### src/rtl/add_result_streamer_pkg.sv
// Shared types and sizing helpers for the wide-result-to-lane streamer.
package add_stream_pkg;

    localparam int DEF_LANES      = 16;
    localparam int DEF_LANE_WIDTH = 16;
    localparam int DEF_CNT_WIDTH  = 16;

    typedef enum logic [1:0] {
        IDLE   = 2'd0,
        STREAM = 2'd1,
        FINISH = 2'd2
    } state_t;

    // Checksum width large enough that summing every lane at full scale cannot overflow.
    function automatic int acc_width(input int lanes, input int lane_width);
        return lane_width + $clog2(lanes);
    endfunction

endpackage

### src/rtl/add_result_streamer_if.sv
// Wide-vector input handshake, narrow lane output handshake and frame status.
interface add_stream_if
    import add_stream_pkg::*;
#(
    parameter int LANES      = DEF_LANES,
    parameter int LANE_WIDTH = DEF_LANE_WIDTH,
    parameter int CNT_WIDTH  = DEF_CNT_WIDTH
) ();

    localparam int ACC_WIDTH = acc_width(LANES, LANE_WIDTH);
    localparam int IDX_WIDTH = $clog2(LANES);

    logic                        in_valid;
    logic                        in_ready;
    logic [LANES*LANE_WIDTH-1:0] in_data;
    logic                        out_valid;
    logic                        out_ready;
    logic [LANE_WIDTH-1:0]       out_data;
    logic [IDX_WIDTH-1:0]        out_lane;
    logic                        out_last;
    logic [ACC_WIDTH-1:0]        frame_sum;
    logic                        frame_done;
    logic [CNT_WIDTH-1:0]        frame_count;

    modport slave (
        input  in_valid, in_data, out_ready,
        output in_ready, out_valid, out_data, out_lane, out_last,
               frame_sum, frame_done, frame_count
    );

    modport master (
        output in_valid, in_data, out_ready,
        input  in_ready, out_valid, out_data, out_lane, out_last,
               frame_sum, frame_done, frame_count
    );

endinterface

### src/rtl/add_result_streamer_lane_mux.sv
// Frame buffer that snapshots the whole wide vector on load and presents one lane by index.
module lane_mux #(
    parameter int LANES      = 16,
    parameter int LANE_WIDTH = 16
) (
    input  logic                        clk,
    input  logic                        reset_n,
    input  logic                        load,
    input  logic [LANES*LANE_WIDTH-1:0] data,
    input  logic [$clog2(LANES)-1:0]    sel,
    output logic [LANE_WIDTH-1:0]       lane
);

    logic [LANE_WIDTH-1:0] buf_q [LANES];

    always_ff @(posedge clk or negedge reset_n) begin
        if (!reset_n) begin
            for (int k = 0; k < LANES; k++) buf_q[k] <= '0;
        end else if (load) begin
            for (int k = 0; k < LANES; k++) buf_q[k] <= data[k*LANE_WIDTH +: LANE_WIDTH];
        end
    end

    assign lane = buf_q[sel];

endmodule

### src/rtl/add_result_streamer.sv
// Captures one wide adder result, streams its lanes one per handshake, and reports
// a per-frame checksum plus a running frame count.
//
// state  | meaning
// IDLE   | in_ready high, waiting for a wide vector
// STREAM | presenting lane[idx], advancing on each accepted lane
// FINISH | one-cycle frame_done pulse, frame_sum/frame_count just updated
module add_result_streamer
    import add_stream_pkg::*;
#(
    parameter int LANES      = DEF_LANES,
    parameter int LANE_WIDTH = DEF_LANE_WIDTH,
    parameter int CNT_WIDTH  = DEF_CNT_WIDTH
) (
    input  logic        clk,
    input  logic        reset_n,
    add_stream_if.slave bus
);

    localparam int ACC_WIDTH = acc_width(LANES, LANE_WIDTH);
    localparam int IDX_WIDTH = $clog2(LANES);
    localparam logic [IDX_WIDTH-1:0] LAST_IDX = IDX_WIDTH'(LANES - 1);

    state_t                state, state_nx;
    logic [IDX_WIDTH-1:0]  idx;
    logic [ACC_WIDTH-1:0]  acc;
    logic [ACC_WIDTH-1:0]  acc_nx;
    logic [ACC_WIDTH-1:0]  frame_sum_q;
    logic [CNT_WIDTH-1:0]  frame_count_q;
    logic [LANE_WIDTH-1:0] lane;
    logic                  capture;
    logic                  take;
    logic                  is_last;
    logic                  streaming;

    assign streaming = (state == STREAM);
    assign capture   = (state == IDLE) && bus.in_valid;
    assign take      = streaming && bus.out_ready;
    assign is_last   = (idx == LAST_IDX);
    assign acc_nx    = acc + {{(ACC_WIDTH-LANE_WIDTH){1'b0}}, lane};

    lane_mux #(
        .LANES      (LANES),
        .LANE_WIDTH (LANE_WIDTH)
    ) u_lane_mux (
        .clk     (clk),
        .reset_n (reset_n),
        .load    (capture),
        .data    (bus.in_data),
        .sel     (idx),
        .lane    (lane)
    );

    always_ff @(posedge clk or negedge reset_n) begin
        if (!reset_n) state <= IDLE;
        else          state <= state_nx;
    end

    always_comb begin
        state_nx = state;
        case (state)
            IDLE:    if (bus.in_valid) state_nx = STREAM;
            STREAM:  if (bus.out_ready && is_last) state_nx = FINISH;
            FINISH:  state_nx = IDLE;
            default: state_nx = IDLE;
        endcase
    end

    // The checksum and count commit on the last acceptance so they are already
    // valid during the FINISH cycle that carries frame_done.
    always_ff @(posedge clk or negedge reset_n) begin
        if (!reset_n) begin
            idx           <= '0;
            acc           <= '0;
            frame_sum_q   <= '0;
            frame_count_q <= '0;
        end else if (capture) begin
            idx <= '0;
            acc <= '0;
        end else if (take) begin
            acc <= acc_nx;
            if (is_last) begin
                frame_sum_q   <= acc_nx;
                frame_count_q <= frame_count_q + 1'b1;
            end else begin
                idx <= idx + 1'b1;
            end
        end
    end

    assign bus.in_ready    = (state == IDLE);
    assign bus.out_valid   = streaming;
    assign bus.out_data    = streaming ? lane : '0;
    assign bus.out_lane    = streaming ? idx : '0;
    assign bus.out_last    = streaming && is_last;
    assign bus.frame_sum   = frame_sum_q;
    assign bus.frame_done  = (state == FINISH);
    assign bus.frame_count = frame_count_q;

endmodule

### src/flat_wrapper.sv
// flat-port wrapper written by rule: the top's interface ports become plain ports
module add_result_streamer_flat import add_stream_pkg::*;
#(
    parameter int LANES      = DEF_LANES,
    parameter int LANE_WIDTH = DEF_LANE_WIDTH,
    parameter int CNT_WIDTH  = DEF_CNT_WIDTH
)
  (clk, reset_n, bus_in_valid, bus_in_data, bus_out_ready, bus_in_ready, bus_out_valid, bus_out_data, bus_out_lane, bus_out_last, bus_frame_sum, bus_frame_done, bus_frame_count);
  add_stream_if #(.LANES(LANES), .LANE_WIDTH(LANE_WIDTH), .CNT_WIDTH(CNT_WIDTH)) bus_i ();
  input  logic clk;
  input  logic reset_n;
  input wire logic [$bits(bus_i.in_valid)-1:0] bus_in_valid;
  input wire logic [$bits(bus_i.in_data)-1:0] bus_in_data;
  input wire logic [$bits(bus_i.out_ready)-1:0] bus_out_ready;
  output wire logic [$bits(bus_i.in_ready)-1:0] bus_in_ready;
  output wire logic [$bits(bus_i.out_valid)-1:0] bus_out_valid;
  output wire logic [$bits(bus_i.out_data)-1:0] bus_out_data;
  output wire logic [$bits(bus_i.out_lane)-1:0] bus_out_lane;
  output wire logic [$bits(bus_i.out_last)-1:0] bus_out_last;
  output wire logic [$bits(bus_i.frame_sum)-1:0] bus_frame_sum;
  output wire logic [$bits(bus_i.frame_done)-1:0] bus_frame_done;
  output wire logic [$bits(bus_i.frame_count)-1:0] bus_frame_count;
  assign bus_i.in_valid = bus_in_valid;
  assign bus_i.in_data = bus_in_data;
  assign bus_i.out_ready = bus_out_ready;
  assign bus_in_ready = bus_i.in_ready;
  assign bus_out_valid = bus_i.out_valid;
  assign bus_out_data = bus_i.out_data;
  assign bus_out_lane = bus_i.out_lane;
  assign bus_out_last = bus_i.out_last;
  assign bus_frame_sum = bus_i.frame_sum;
  assign bus_frame_done = bus_i.frame_done;
  assign bus_frame_count = bus_i.frame_count;
  add_result_streamer #(.LANES(LANES), .LANE_WIDTH(LANE_WIDTH), .CNT_WIDTH(CNT_WIDTH)) u_core (.clk(clk), .reset_n(reset_n), .bus(bus_i));
endmodule
### config.mk
export PLATFORM = sky130hd
export DESIGN_NAME = add_result_streamer_flat
export DESIGN_NICKNAME = d
export VERILOG_FILES = /design/src/rtl/add_result_streamer_pkg.sv /design/src/rtl/add_result_streamer_if.sv /design/src/rtl/add_result_streamer_lane_mux.sv /design/src/rtl/add_result_streamer.sv /design/src/flat_wrapper.sv
export SDC_FILE = /design/constraint.sdc
export NUM_CORES = 1
export LEC_CHECK = 0
export ABC_CLOCK_PERIOD_IN_PS = 4800
export CAP_MARGIN = 20
export CORE_ASPECT_RATIO = 0.5
export CORE_UTILIZATION = 52
export DETAILED_ROUTE_END_ITERATION = 10
export PLACE_DENSITY_LB_ADDON = 0.05
export SETUP_SLACK_MARGIN = 0.4
export SYNTH_ARGS = -nofsm -noshare
export SYNTH_HDL_FRONTEND = slang
export SYNTH_HIERARCHICAL = 1
export SYNTH_SLANG_ARGS = --single-unit
### constraint.sdc
create_clock -name clk -period 4.8 [get_ports clk]
set_clock_uncertainty 0.1 [all_clocks]
set_input_delay 1.2 -clock clk [delete_from_list [all_inputs] [get_ports clk]]
set_output_delay 1.2 -clock clk [all_outputs]
set_load 0.02 [all_outputs]
==> metrics.txt <==
Clock Latency Late Sink 0.57 ns; length in cells of the worst reg-to-reg path 13; count of buffers inserted at the top-level ports between 300 and 400; remaining antenna violation count after routing 0; count of final hold-check violations 0; clock-pin slew on the worst setup and hold paths ~0.07 ns; reg-to-reg critical path startpoint u_core/idx[0]; library cell occupying the most area in the post-synthesis netlist dfrtp_1; full die area a little under 0.03 sq mm; fraction of synthesis flops using an asynchronous set or reset pin between 90% and 100%; post-synthesis instance total approximately 1.1k; worst setup slack for register-to-register paths approximately 0.80 ns; maximum frequency from static timing analysis approximately 0.23 GHz; number of nets produced by synthesis around 1.3k; die span in x ~240 um; unrepaired setup endpoints after global routing yes; leakage component of the power 8.28 nW; initial antenna violation count 4; startpoint of the most critical setup path u_core/idx[0]; worst slew pin tran 0.949 ns; overall die height approximately 120 um; Residual DRC 0; routed vias around 10k; data required time at the worst endpoint ~3.5 ns; Pwr per Cell Area 742 mW/mm^2; Commonest cells post-synth dfrtp_1 (318), mux2_2 (257), nand2_1 (79); Hold Path Class reg2reg; share of cells above drive strength 1 a little under a third; final global-route overflow total 0; via count of the first global-routing pass 10.6k; Cell Area, Placed about 0.019 sq mm; kind of capture point of the worst setup path primary output; TritonCTS buffer count 29; remaining max-slew budget at the tightest pin between 30% and 40%; floorplan core area between 0.02 and 0.03 sq mm; sequential element share of the synthesized area ~53%; IR drop worst, VDD ~0.56 mV; CTS hold repair buffers 0; max-capacitance violation count 0; Worst Setup Path Type reg2out; Cell Count, Final, Fillers Out about 1.8k; worst hold margin 0.377 ns; Post-Route Setup TNS 0 ns; Final Instance Area around 0.020 sq mm; crit path max fanout 14; leading cell types by total area after synthesis dfrtp_1 (53%), mux2_2 (19%), mux4_2 (7.6%), nand2_1 (2.0%), mux4_1 (1.7%); min cycle time layout around 4.4 ns; number of warnings issued by yosys 6; fraction of post-synthesis cell area in the top cell type by area a little over half; clock sink total between 300 and 400; Crit path arrival time between 3 and 4 ns; CTS Buffer Depth 3; number of distinct library cells after synthesis 65; area overhead of the layout relative to synthesis 31.8%; core utilization of the finished layout between 70% and 80%; post-synth design cell area ~0.015 sq mm; global-route wire length before repair between 60 and 70 mm; result of the run finished clean; max-slew violations 0; Setup violations, final 0; GRT Overall Usage between 20% and 30%; Initial Util between 50 and 60%; category of the worst setup path launch point flip-flop; number of cells in the design after placement 1710; average vias per placed instance approximately 5.7; post-synthesis sequential element count 318; number of nets in the final layout 1644; placer congestion estimate approximately 0.86; Std-Cell Rows 43; mean cell area of the mapped netlist between 10 and 15 sq um; number of iterations in the first detailed-routing pass 5; capturing instance or port of the critical path bus_out_data[9]; ratio of final minimum period to clock period between 90 and 100%; half-perimeter wire length of the detailed placement result around 28 mm; number of DRC violations after detailed-routing iteration 0 around 710; commonest register cell after synthesis dfrtp_1; cell at the root of the clock tree clkbuf_16; final WL roughly 40 mm; IO Pins 320; Critical R2R Capture u_core/bus.frame_sum[10]; clock tree from TritonCTS built; number of flops mapped to enable cells by yosys 0; maximum number of pins on one net before global-route repair about 120; detail-routed net length per standard cell between 20 and 25 um; most frequent cell after synthesis dfrtp_1; CTS H-tree lvls 1
-- stage by stage --
stage	power [mW]	setup WS (ns)
after global placement	11.8	0.563
final	14.7	0.414
after detailed placement	12.0	0.558
after CTS	14.6	0.315
after global routing	15.5	0.310
after floorplan	9.75	1.21
-- cell type report --
| type | instances | area (sq um) |
|---|---|---|
| Fill cell | 1938 | 8230 |
| Sequential cell | 318 | 7970 |
| Multi-Input combinational cell | 662 | 6750 |
| Timing Repair Buffer | 349 | 3600 |
| Clock buffer | 43 | 848 |
| Tap cell | 382 | 478 |
| Clock inverter | 9 | 124 |
| Inverter | 5 | 27.5 |
| Antenna cell | 4 | 10.0 |
-- worst max-delay path: stages, from the launching register on --
cell             delay [ns]
dfrtp_4                0.42
buf_12                 0.19
buf_4                  0.16
mux4_2                 0.50
a22oi_2                0.33
nand2_1                0.18
and2_1                 0.19
clkdlybuf4s50_1        0.53
-- placed cells by master (no fill, tap or decap), types with 10 or more instances in the layout --
cell	count
a22oi_1	20
dfrtp_1	316
nor2_1	12
a22oi_2	13
nand3_1	12
and2_1	23
clkbuf_16	30
a21oi_1	17
nand2_1	73
clkdlybuf4s50_1	306
buf_4	18
a22o_1	11
o21ai_0	12
mux4_1	10
mux2_2	257
mux4_2	51
ha_1	18
xnor2_1	22
-- where the power goes --
part           internal, mW  total [mW]  leakage [nW]  switching (mW)
Sequential             3.97        4.71          3.84           0.747
Combinational          3.88        7.57          3.96            3.69
Clock                  1.38        2.41         0.482            1.03
Total                  9.23        14.7          8.28            5.46
-- per-layer routing --
metal  wire length [um]  GRT usage, %  part of all wire, %
met2              19900          46.5                   50
met5                  0             0                    0
met1              16600          35.4                   42
met4               1040          7.71                  2.6
met3               2000          5.20                  5.1
-- worst min path at each step --
stage                               startpoint                    endpoint  slack (ns)  cells after the start
floorplan                       u_core/acc[13]              u_core/acc[13]        0.36                      2
global placement       u_core/bus.frame_sum[9]     u_core/bus.frame_sum[9]        0.36                      2
detailed placement  u_core/bus.frame_count[15]  u_core/bus.frame_count[15]        0.37                      1
CTS                 u_core/bus.frame_count[15]  u_core/bus.frame_count[15]        0.38                      1
global route          u_core/bus.frame_sum[11]    u_core/bus.frame_sum[11]        0.39                      2
finish              u_core/bus.frame_count[15]  u_core/bus.frame_count[15]        0.38                      1
-- registers in the layout (all words and copies together) (netlist names) --
signal and cells:
u_core/state 2, u_core/bus.frame_count 16, u_core/u_lane_mux/buf_q 256, u_core/bus.frame_sum 20, u_core/idx 4, u_core/acc 20
-- repair_timing --
action / CTS / global route
endpoints found under the setup margin: 16 / 13
setup buffers: 4 / 1
gates resized for setup: 17 / 17
pin swaps: 1 / 7
cloned: 0 / 1
-- kinds of logic (layout without fill, tap and decap cells) --
group	after synthesis	after routing	share of synthesized area (%)
xor+xnor	30	30	1.75
compound gates	116	116	5.76
other cells	0	4	0
flops	318	318	53.0
simple gates	172	172	5.77
fa+ha+maj	19	19	1.63
buf+inv	70	406	2.63
mux	325	325	29.5
Note: power is estimated with default switching activity, not from simulation.
